$ cat src/rtl/uart_arb_pkg.sv
// uart_arb_pkg: FSM encoding, byte width and header helpers shared by the UART-side blocks
package uart_arb_pkg;
    localparam int BYTE_W = 8;
    localparam logic [BYTE_W-1:0] HEADER_BASE_DEF = 8'hF0;
    localparam logic [1:0] ST_IDLE  = 2'd0;
    localparam logic [1:0] ST_HDR   = 2'd1;
    localparam logic [1:0] ST_DATA  = 2'd2;
    localparam logic [1:0] ST_DRAIN = 2'd3;
    function automatic logic [BYTE_W-1:0] hdr_byte(input logic [BYTE_W-1:0] base, input logic [2:0] id);
        return base | {{(BYTE_W-3){1'b0}}, id};
    endfunction
endpackage

$ cat src/rtl/uart_tx_arbiter_if.sv
// uart_tx_arbiter_if: requester byte streams, TXMOD byte port and arbiter status
interface uart_tx_arbiter_if #(parameter int N_REQ = 4);
    logic [N_REQ-1:0] req_valid;
    logic [N_REQ-1:0] req_last;
    logic [N_REQ-1:0] req_ready;
    logic [uart_arb_pkg::BYTE_W*N_REQ-1:0] req_data;
    logic [uart_arb_pkg::BYTE_W-1:0] tx_data;
    logic tx_valid;
    logic tx_ready;
    logic [N_REQ-1:0] grant;
    logic timeout;
    modport master(output req_valid, req_data, req_last, tx_ready,
                   input req_ready, tx_data, tx_valid, grant, timeout);
    modport slave(input req_valid, req_data, req_last, tx_ready,
                  output req_ready, tx_data, tx_valid, grant, timeout);
endinterface

$ cat src/rtl/rr_priority_pick.sv
// rr_priority_pick: combinational round-robin picker, searching from last+1 with wrap
module rr_priority_pick #(
    parameter int N = 4
) (
    input  logic [N-1:0]         req,
    input  logic [$clog2(N)-1:0] last,
    output logic [N-1:0]         grant,
    output logic [$clog2(N)-1:0] idx,
    output logic                 any
);
    // walk from farthest to nearest so the nearest requester overwrites
    always_comb begin
        grant = '0;
        idx = '0;
        any = 1'b0;
        for (int k = N; k >= 1; k--) begin
            if (req[(int'(last) + k) % N]) begin
                grant = N'(1) << ((int'(last) + k) % N);
                idx = $clog2(N)'((int'(last) + k) % N);
                any = 1'b1;
            end
        end
    end
endmodule

$ cat src/rtl/uart_tx_arbiter.sv
// uart_tx_arbiter: packet-granular round-robin sharing of one TXMOD byte port
// with optional channel-ID header and idle-lock timeout.
module uart_tx_arbiter
    import uart_arb_pkg::*;
#(
    parameter int                 N_REQ        = 4,
    parameter logic               HEADER_EN    = 1'b1,
    parameter logic [BYTE_W-1:0]  HEADER_BASE  = HEADER_BASE_DEF,
    parameter int                 LOCK_TIMEOUT = 4096
) (
    input logic clk,
    input logic rst_n,
    uart_tx_arbiter_if.slave bus
);
    localparam int IW = $clog2(N_REQ);
    localparam int CW = LOCK_TIMEOUT > 0 ? $clog2(LOCK_TIMEOUT + 1) : 1;
    localparam logic [CW-1:0] CMAX = CW'(LOCK_TIMEOUT);
    logic [1:0] state_q, state_d;
    logic [N_REQ-1:0] grant_q, grant_d, pick_grant, req_ready;
    logic [IW-1:0] sel_q, sel_d, pick_idx;
    logic [BYTE_W-1:0] tx_data_q, tx_data_d, req_byte;
    logic tx_valid_q, tx_valid_d, timeout_q, timeout_d;
    logic [CW-1:0] idle_q, idle_d;
    logic pick_any, accept, own_valid;
    rr_priority_pick #(.N(N_REQ)) u_pick (
        .req(bus.req_valid), .last(sel_q), .grant(pick_grant), .idx(pick_idx), .any(pick_any)
    );
    // sel_q doubles as last_grant: it keeps the previous owner while IDLE
    assign own_valid = bus.req_valid[sel_q];
    assign req_byte = bus.req_data[int'(sel_q)*BYTE_W +: BYTE_W];
    assign req_ready = (state_q == ST_DATA && (!tx_valid_q || bus.tx_ready)) ? grant_q : '0;
    assign accept = |(req_ready & bus.req_valid);
    always_comb begin
        state_d = state_q;
        grant_d = grant_q;
        sel_d = sel_q;
        tx_valid_d = tx_valid_q & ~bus.tx_ready;
        tx_data_d = tx_data_q;
        timeout_d = 1'b0;
        idle_d = '0;
        if (state_q == ST_IDLE && pick_any) begin
            grant_d = pick_grant;
            sel_d = pick_idx;
            state_d = HEADER_EN ? ST_HDR : ST_DATA;
            if (HEADER_EN) begin
                tx_valid_d = 1'b1;
                tx_data_d = hdr_byte(HEADER_BASE, 3'(pick_idx));
            end
        end
        if (state_q == ST_HDR && tx_valid_q && bus.tx_ready)
            state_d = ST_DATA;
        if (state_q == ST_DATA) begin
            if (accept) begin
                tx_valid_d = 1'b1;
                tx_data_d = req_byte;
                state_d = bus.req_last[sel_q] ? ST_DRAIN : ST_DATA;
            end else if (!own_valid) begin
                idle_d = (idle_q == CMAX) ? idle_q : idle_q + CW'(1);
                if (LOCK_TIMEOUT != 0 && idle_d == CMAX) begin
                    timeout_d = 1'b1;
                    state_d = ST_DRAIN;
                end
            end else
                idle_d = idle_q;
        end
        if (state_q == ST_DRAIN && (!tx_valid_q || bus.tx_ready)) begin
            state_d = ST_IDLE;
            grant_d = '0;
        end
    end
    always_ff @(posedge clk or negedge rst_n) begin
        if (!rst_n) begin
            state_q <= ST_IDLE;
            grant_q <= '0;
            sel_q <= IW'(N_REQ - 1);
            tx_data_q <= '0;
            tx_valid_q <= 1'b0;
            timeout_q <= 1'b0;
            idle_q <= '0;
        end else begin
            state_q <= state_d;
            grant_q <= grant_d;
            sel_q <= sel_d;
            tx_data_q <= tx_data_d;
            tx_valid_q <= tx_valid_d;
            timeout_q <= timeout_d;
            idle_q <= idle_d;
        end
    end
    assign bus.req_ready = req_ready;
    assign bus.tx_data = tx_data_q;
    assign bus.tx_valid = tx_valid_q;
    assign bus.grant = grant_q;
    assign bus.timeout = timeout_q;
endmodule

$ cat src/flat_wrapper.sv
// flat-port wrapper written by rule: the top's interface ports become plain ports
module uart_tx_arbiter_flat import uart_arb_pkg::*;
#(
    parameter int                 N_REQ        = 4,
    parameter logic               HEADER_EN    = 1'b1,
    parameter logic [BYTE_W-1:0]  HEADER_BASE  = HEADER_BASE_DEF,
    parameter int                 LOCK_TIMEOUT = 4096
)
  (clk, rst_n, bus_req_valid, bus_req_data, bus_req_last, bus_tx_ready, bus_req_ready, bus_tx_data, bus_tx_valid, bus_grant, bus_timeout);
  uart_tx_arbiter_if #(.N_REQ(N_REQ)) bus_i ();
  input logic clk;
  input logic rst_n;
  input wire logic [$bits(bus_i.req_valid)-1:0] bus_req_valid;
  input wire logic [$bits(bus_i.req_data)-1:0] bus_req_data;
  input wire logic [$bits(bus_i.req_last)-1:0] bus_req_last;
  input wire logic [$bits(bus_i.tx_ready)-1:0] bus_tx_ready;
  output wire logic [$bits(bus_i.req_ready)-1:0] bus_req_ready;
  output wire logic [$bits(bus_i.tx_data)-1:0] bus_tx_data;
  output wire logic [$bits(bus_i.tx_valid)-1:0] bus_tx_valid;
  output wire logic [$bits(bus_i.grant)-1:0] bus_grant;
  output wire logic [$bits(bus_i.timeout)-1:0] bus_timeout;
  assign bus_i.req_valid = bus_req_valid;
  assign bus_i.req_data = bus_req_data;
  assign bus_i.req_last = bus_req_last;
  assign bus_i.tx_ready = bus_tx_ready;
  assign bus_req_ready = bus_i.req_ready;
  assign bus_tx_data = bus_i.tx_data;
  assign bus_tx_valid = bus_i.tx_valid;
  assign bus_grant = bus_i.grant;
  assign bus_timeout = bus_i.timeout;
  uart_tx_arbiter #(.N_REQ(N_REQ), .HEADER_EN(HEADER_EN), .HEADER_BASE(HEADER_BASE), .LOCK_TIMEOUT(LOCK_TIMEOUT)) u_core (.clk(clk), .rst_n(rst_n), .bus(bus_i));
endmodule
$ cat config.mk
export PLATFORM = sky130hd
export DESIGN_NAME = uart_tx_arbiter_flat
export DESIGN_NICKNAME = d
export VERILOG_FILES = /design/src/rtl/uart_arb_pkg.sv /design/src/rtl/uart_tx_arbiter_if.sv /design/src/rtl/rr_priority_pick.sv /design/src/rtl/uart_tx_arbiter.sv /design/src/flat_wrapper.sv
export SDC_FILE = /design/constraint.sdc
export NUM_CORES = 1
export LEC_CHECK = 0
export ABC_CLOCK_PERIOD_IN_PS = 3700
export BUFFER_PORTS_ARGS = -buffer_cell sky130_fd_sc_hd__buf_4
export CAP_MARGIN = 10
export CORE_ASPECT_RATIO = 1.75
export CORE_MARGIN = 2
export CORE_UTILIZATION = 55
export CTS_BUF_LIST = sky130_fd_sc_hd__clkbuf_8
export DETAILED_ROUTE_END_ITERATION = 6
export GPL_ROUTABILITY_DRIVEN = 0
export PLACE_DENSITY = 0.86
export SYNTH_ARGS = -nofsm -noshare
export SYNTH_HDL_FRONTEND = slang
export SYNTH_SLANG_ARGS = --single-unit
$ cat constraint.sdc
create_clock -name clk -period 3.7 [get_ports clk]
set_input_delay 0.185 -clock clk [delete_from_list [all_inputs] [get_ports clk]]
set_output_delay 0.185 -clock clk [all_outputs]
set_load 0.01 [all_outputs]
# Word-level counts from Yosys, hierarchy flattened
# Cells that the tools add are included.
# Widths: inputs -> output; s select.
totals:
  ff_bits: 31
  latch_bits: 0
  mem_bits_rw: 0
  romBits: 0
  out_inout_bits: 18
  elab_cells: 102
  memories: 0
classes:
  n_addsub: 5
  n_mul: 0
  div: 0
  n_lt_le_gt_ge: 5
  eq_ne: 6
  shifts: 5
  mux: 53
  bitwise_logic: 7
  reduce_logical: 14
ops:
  columns: ["cell", "n"]
  rows:
  - ["$shl 1x32->4 const A", 4]
  - ["$mux 13", 4]
  - ["$shiftx 32x6->8", 1]
  - ["$mux 4", 7]
  - ["$eq 13x13->1 const B", 2]
  - ["$mux 8", 3]
  - ["$mux 1", 22]
  - ["$mux 2", 11]
  - ["$lt 3x4->1 const B", 4]
  - ["$add 13x1->13 const B", 1]
  - ["$bmux 1 s2", 6]
  - ["$reduce_or 2->1", 4]
  - ["$logic_and 1x1->1", 5]
  - ["$add 2x1->2 const B", 2]
  - ["$add 2x2->2 const B", 2]
  - ["$and 1x1->1 const A", 4]
  - ["$and 4x4->4", 1]
  - ["$eq 2x2->1 const B", 2]
  - ["$reduce_or 4->1", 1]
  - ["$lt 2x3->1 const B", 1]
  - ["$ne 3x2->1 const B", 1]
  - ["$eq 2x1->1 const B", 1]
  - ["$logic_not 2->1", 1]
  - ["$reduce_bool 2->1", 1]
  - ["other kinds (4)", 4]

# Depth between registers and ports, before layout
logic_depth:
  word_depth: 18
  ltp_mapped: 10

# Modules after synthesis
# From an unflattened synthesis, not the netlist that was laid out.
unflattened:
  hier_cells: 291
  hier_area_um2: 2491.1
modules_own_cells:
  columns: ["mod", "n_inst", "cells_each", "area_each_um2"]
  rows:
  - ["uart_tx_arbiter", 1, 221, 1980.6]
  - ["rr_priority_pick", 1, 70, 510.5]

# Worst setup path after synthesis
# No wires, ideal clock.
synth_path:
  path_type: "flip-flop to flip-flop"
  startpoint: "register u_core.sel_q[0]"
  endpoint: "register u_core.grant_q[0] (netlist: u_core.bus.grant[0])"
  arrival_time_ps: 2500
  slack_ps: 1074
  stages_incl_launch_ff: 10
  synth_period_minus_slack_ps: 2626
  path_cell_list: "dfstp_2 > buf_6 > inv_1 > ha_1 > clkbuf_1 > mux4_2 > nor2b_1 > a221o_1 > a21oi_1 > o21ai_0"
synth_between:
  elab_chain_len: 10
  elab_cells_between_ends: 40
  cone_classes: "add/sub: 4; shift: 4; mux: 22; bitwise: 4; reduce/logical: 6"
synth_rtl:
  columns: ["item", "line_no", "rtl"]
  rows:
  - ["start, declared", "uart_tx_arbiter.sv:20", "logic [IW-1:0] sel_q, sel_d, pick_idx;"]
  - ["start signal, assigned", "uart_tx_arbiter.sv:75", "sel_q <= IW'(N_REQ - 1);"]
  - ["start signal, assigned", "uart_tx_arbiter.sv:83", "sel_q <= sel_d;"]
  - ["$add 2x1->2", "rr_priority_pick.sv:17, rr_priority_pick.sv:18", null]
  - ["$bmux 1 s2 or $reduce_or 2->1 (tied branches)", null, null]
  - ["$mux 1 (implied by the code) or $and 1x1->1 (tied branches)", null, null]
  - ["$mux 1 (implied by the code) or $shl 1x32->4 (tied branches)", "rr_priority_pick.sv:17, rr_priority_pick.sv:18", null]
  - ["$mux 4 or $mux 1 (tied branches) (4 in series)", "rr_priority_pick.sv:17", "if (req[(int'(last) + k) % N]) begin"]
  - ["$mux 4 or $logic_and 1x1->1 (tied branches)", "uart_tx_arbiter.sv:41", "if (state_q == ST_IDLE && pick_any) begin"]
  - ["$mux 4 or $reduce_bool 2->1 (tied branches)", null, null]
  - ["end signal, assigned", "uart_tx_arbiter.sv:82", "grant_q <= grant_d;"]
  - ["end, declared", "uart_tx_arbiter.sv:19", "logic [N_REQ-1:0] grant_q, grant_d, pick_grant, req_ready;"]
# Several ways; a longest one is shown, not always the timed one. The select of a mux whose other input is x is not followed.
# A chain may end at the register's enable or synchronous reset.

# Worst setup path in the final report
layout_path:
  startpoint: "register u_core.sel_q[1]"
  endpoint: "register u_core.grant_q[0] (netlist: u_core.bus.grant[0])"
# Same word-level chain as after synthesis.

==> impl_metrics.env <==
export IMPL_outcome="completed"
export IMPL_crit_chain="inv_1, ha_1, mux4_2, nor2b_1, a221o_1, a21oi_1, o21ai_0"
export IMPL_cpLargestDelayFamily="flip-flops"
export IMPL_timing_slew_headroom=0.5238
export IMPL_postCtsSetupBuffers=0
export IMPL_final_nets=346
export IMPL_synthesis_instances=241
export IMPL_drt_wirelength_um=5385
export IMPL_insertedDiodeCount=0
export IMPL_h_tree_depth=2
export IMPL_most_instantiated_cells_after_synthesis="29 x dfrtp_1, 29 x nor2_1, 27 x nand2_1"
export IMPL_crit_start="u_core.sel_q[1]$_DFFE_PN1P_"
export IMPL_ios=61
export IMPL_grt_overall_usage=0.2486
export IMPL_mappedNetlistArea_mm2=0.002277
export IMPL_async_reset_ff_frac=1.000
export IMPL_die_width_um=52.64
export IMPL_layout_filler_cell_count=340
export IMPL_synth_lib_cells_used_distinct=45
export IMPL_drt_first_iter_violations=96
export IMPL_yosysWarningCount=0
export IMPL_crit_path_start_kind="register"
export IMPL_post_drt_via_cell_ratio=5.881
export IMPL_power_leakage_nw=1.237
export IMPL_drive_above_1_share=0.3119
export IMPL_power_switching_mw=0.6981
export IMPL_netlist_top_cell_by_area="dfrtp_1"
export IMPL_design_die_area_mm2=0.004691
export IMPL_most_used_dff_post_synth="dfrtp_1"
export IMPL_timing_critical_path_arrival_ns=3.00
export IMPL_timing_critical_path_to_type="register"
export IMPL_post_route_period_util=0.7663
export IMPL_synth_enable_flop_cells=0
export IMPL_grt_start_max_net_pins=32
export IMPL_worstMarginPinSlew_ns=0.7102
export IMPL_clock_root_buffer="clkbuf_8"
export IMPL_antenna_found_initial=0
export IMPL_yosysSeqAreaShare=0.3418
export IMPL_seqCellArea_um2=778.2
export IMPL_cts_buffers_inserted=5
export IMPL_setup_worst_path_end="u_core.bus.grant[0]$_DFFE_PN0P_"
export IMPL_synth_ff_latch_count=31
export IMPL_reg2reg_setup_slack_ns=0.86
export IMPL_port_buffer_count=60
export IMPL_dr_total_vias=2023
export IMPL_path_class="reg2reg"
export IMPL_critPathSlowestCell="dfstp_2"
export IMPL_layout_area_overhead_pct=23.68
export IMPL_path_max_fanout=17
export IMPL_vdd_ir_drop_max_mv=0.5483
export IMPL_int_power_mw=1.027
export IMPL_clock_sink_count=31
export IMPL_final_setup_skew_ns=0.002380
export IMPL_hold_viol_final=0
export IMPL_cellPowerDensity_mw_per_mm2=612.6
export IMPL_global_route_overflow_total=0
export IMPL_cts_tree="done"
export IMPL_max_cap_viol=0
export IMPL_ctsLongestPathBuffers=2
export IMPL_synth_top_area_frac=0.3187
export IMPL_share_seq_of_total_power=0.311
export IMPL_worstSetupPathDepth=7
export IMPL_effective_utilization_at_floorplan=0.5591
export IMPL_post_synth_main_area_contributors="dfrtp_1 32%, mux4_2 12%, ha_1 4.9%, nor2_1 4.8%, nand2_1 4.5%"
export IMPL_postCtsResizedCells=0
export IMPL_number_of_buffers_and_inverters_on_the_critical_path=1
export IMPL_period_needed_ns=2.835
export IMPL_hold_class="in2reg"
export IMPL_num_rows=31
export IMPL_post_dp_hpwl_um=3986
export IMPL_drc=0
export IMPL_final_antenna_net_count=0
export IMPL_core_footprint_mm2=0.004073
export IMPL_critPathMaxStageDelay_ns=0.75
export IMPL_number_of_optimization_iterations_in_the_first_detailed_route_pass=5
export IMPL_clk_insertion_delay_late_ns=0.28
export IMPL_grt_pass1_vias=1933
export IMPL_timing_hold_ws_ns=0.3003
export IMPL_finalSetupTns_ns=0
export IMPL_grt_setup_unrepaired="no"
export IMPL_critical_path_reg2reg_startpoint="u_core.sel_q[1]$_DFFE_PN1P_"
export IMPL_postSynthNetCount=293
export IMPL_worst_r2r_endpoint="u_core.bus.grant[0]$_DFFE_PN0P_"
export IMPL_clk_pin_slew_ns=0.06
export IMPL_die_height_um=89.12
export IMPL_global_route_wire_length_before_repair_um=8673
export IMPL_highest_clock_rate_mhz=352.7
export IMPL_drv_slew=0
export IMPL_syn_mean_instance_area_um2=9.449
export IMPL_comb_power_share=0.530
export IMPL_reg2regPathDepth=7
export IMPL_required_ns=3.87
export IMPL_drt_wirelength_per_cell_um=15.65
export IMPL_sw_frac_of_total=0.4046
export IMPL_final_setup_viol_count=0
export IMPL_clock_power_share=0.159
export IMPL_multi_input_comb_area_mm2=0.001384
export IMPL_holdBufCountCts=1
-- stage by stage --
step                utilization  power (mW)  area [um^2]  setup slack (ns)  cells
CTS                      0.6916       1.730         2816            0.8687    344
global placement         0.6667       1.414         2715             1.036    335
floorplan                     -       1.166         2277             1.074    241
detailed placement       0.6667       1.438         2715            0.9589    335
finish                   0.6916       1.725         2816            0.8645    344
global route             0.6916       1.856         2816            0.6808    344
-- worst register-to-register path, stage by stage (launching register included) --
cell and delay [ns]:
dfstp_2 0.75, inv_1 0.19, ha_1 0.45, mux4_2 0.54
nor2b_1 0.21, a221o_1 0.33, a21oi_1 0.14, o21ai_0 0.10
-- cells by family after synthesis --
kind of cell / Yosys count / synth area share
mux: 18 / 0.1451
compound gates: 50 / 0.1473
flops: 31 / 0.3418
buf+inv: 24 / 0.05055
simple gates: 92 / 0.2005
xor+xnor: 17 / 0.06538
fa+ha+maj: 9 / 0.04945
-- state kept, by name, indices dropped and copies added, names as in the netlist --
signal               count
u_core.idle_q           13
u_core.sel_q             2
u_core.state_q           2
u_core.bus.timeout       1
u_core.bus.tx_valid      1
u_core.bus.tx_data       8
u_core.bus.grant         4
-- layer usage --
layer / routed length, um / vias up / track usage
met5: 0 / - / 0
li1: - / 967 / -
met1: 1815 / 987 / 0.2618
met3: 258 / 9 / 0.05351
met2: 3211 / 60 / 0.4580
met4: 100 / 0 / 0.1119
-- area by class of cell --
class	count	area share
multi-input cells	186	0.4913
flip-flops and latches	31	0.2763
repair buffers	63	0.1688
clock buffers	6	0.02932
well taps	49	0.02177
inverters	7	0.009329
clock inverters	2	0.003110
-- worst min path at each step --
stage / from / end / slack, ns / cells after the start
finish: bus_tx_ready / u_core.state_q[1]$_DFF_PN0_ / 0.30 / 4
global placement: rst_n / u_core.idle_q[2]$_DFFE_PN0P_ / 0.14 / 1
floorplan: rst_n / u_core.bus.grant[0]$_DFFE_PN0P_ / -0.11 / 0
global route: bus_tx_ready / u_core.state_q[1]$_DFF_PN0_ / 0.32 / 4
detailed placement: rst_n / u_core.idle_q[2]$_DFFE_PN0P_ / 0.14 / 1
CTS: bus_tx_ready / u_core.state_q[1]$_DFF_PN0_ / 0.29 / 4
-- power by group through the flow --
stage / clock network, mW / logic [mW] / registers [mW]
2_1_floorplan: 0 / 0.626 / 0.540
3_5_place_dp: 0 / 0.899 / 0.539
3_3_place_gp: 0 / 0.880 / 0.534
6_report: 0.275 / 0.915 / 0.536
4_1_cts: 0.279 / 0.917 / 0.534
5_1_grt: 0.290 / 1.02 / 0.548
-- cells in the final DEF, fill, tap and decap left out, types with 4 or more instances in the layout --
cell type / Yosys / final
a21oi_1: 7 / 7
a221o_1: 4 / 4
and2_1: 7 / 7
buf_4: 0 / 62
clkbuf_8: 0 / 6
dfrtp_1: 29 / 29
ha_1: 9 / 9
inv_1: 7 / 8
mux2i_1: 6 / 6
mux4_2: 12 / 12
nand2_1: 27 / 27
nand3_1: 4 / 4
nand4_1: 4 / 4
nor2_1: 29 / 29
nor3_1: 4 / 4
o21ai_0: 17 / 17
xnor2_1: 7 / 7
xor2_1: 10 / 10
Power figures use the tool's default switching activity.
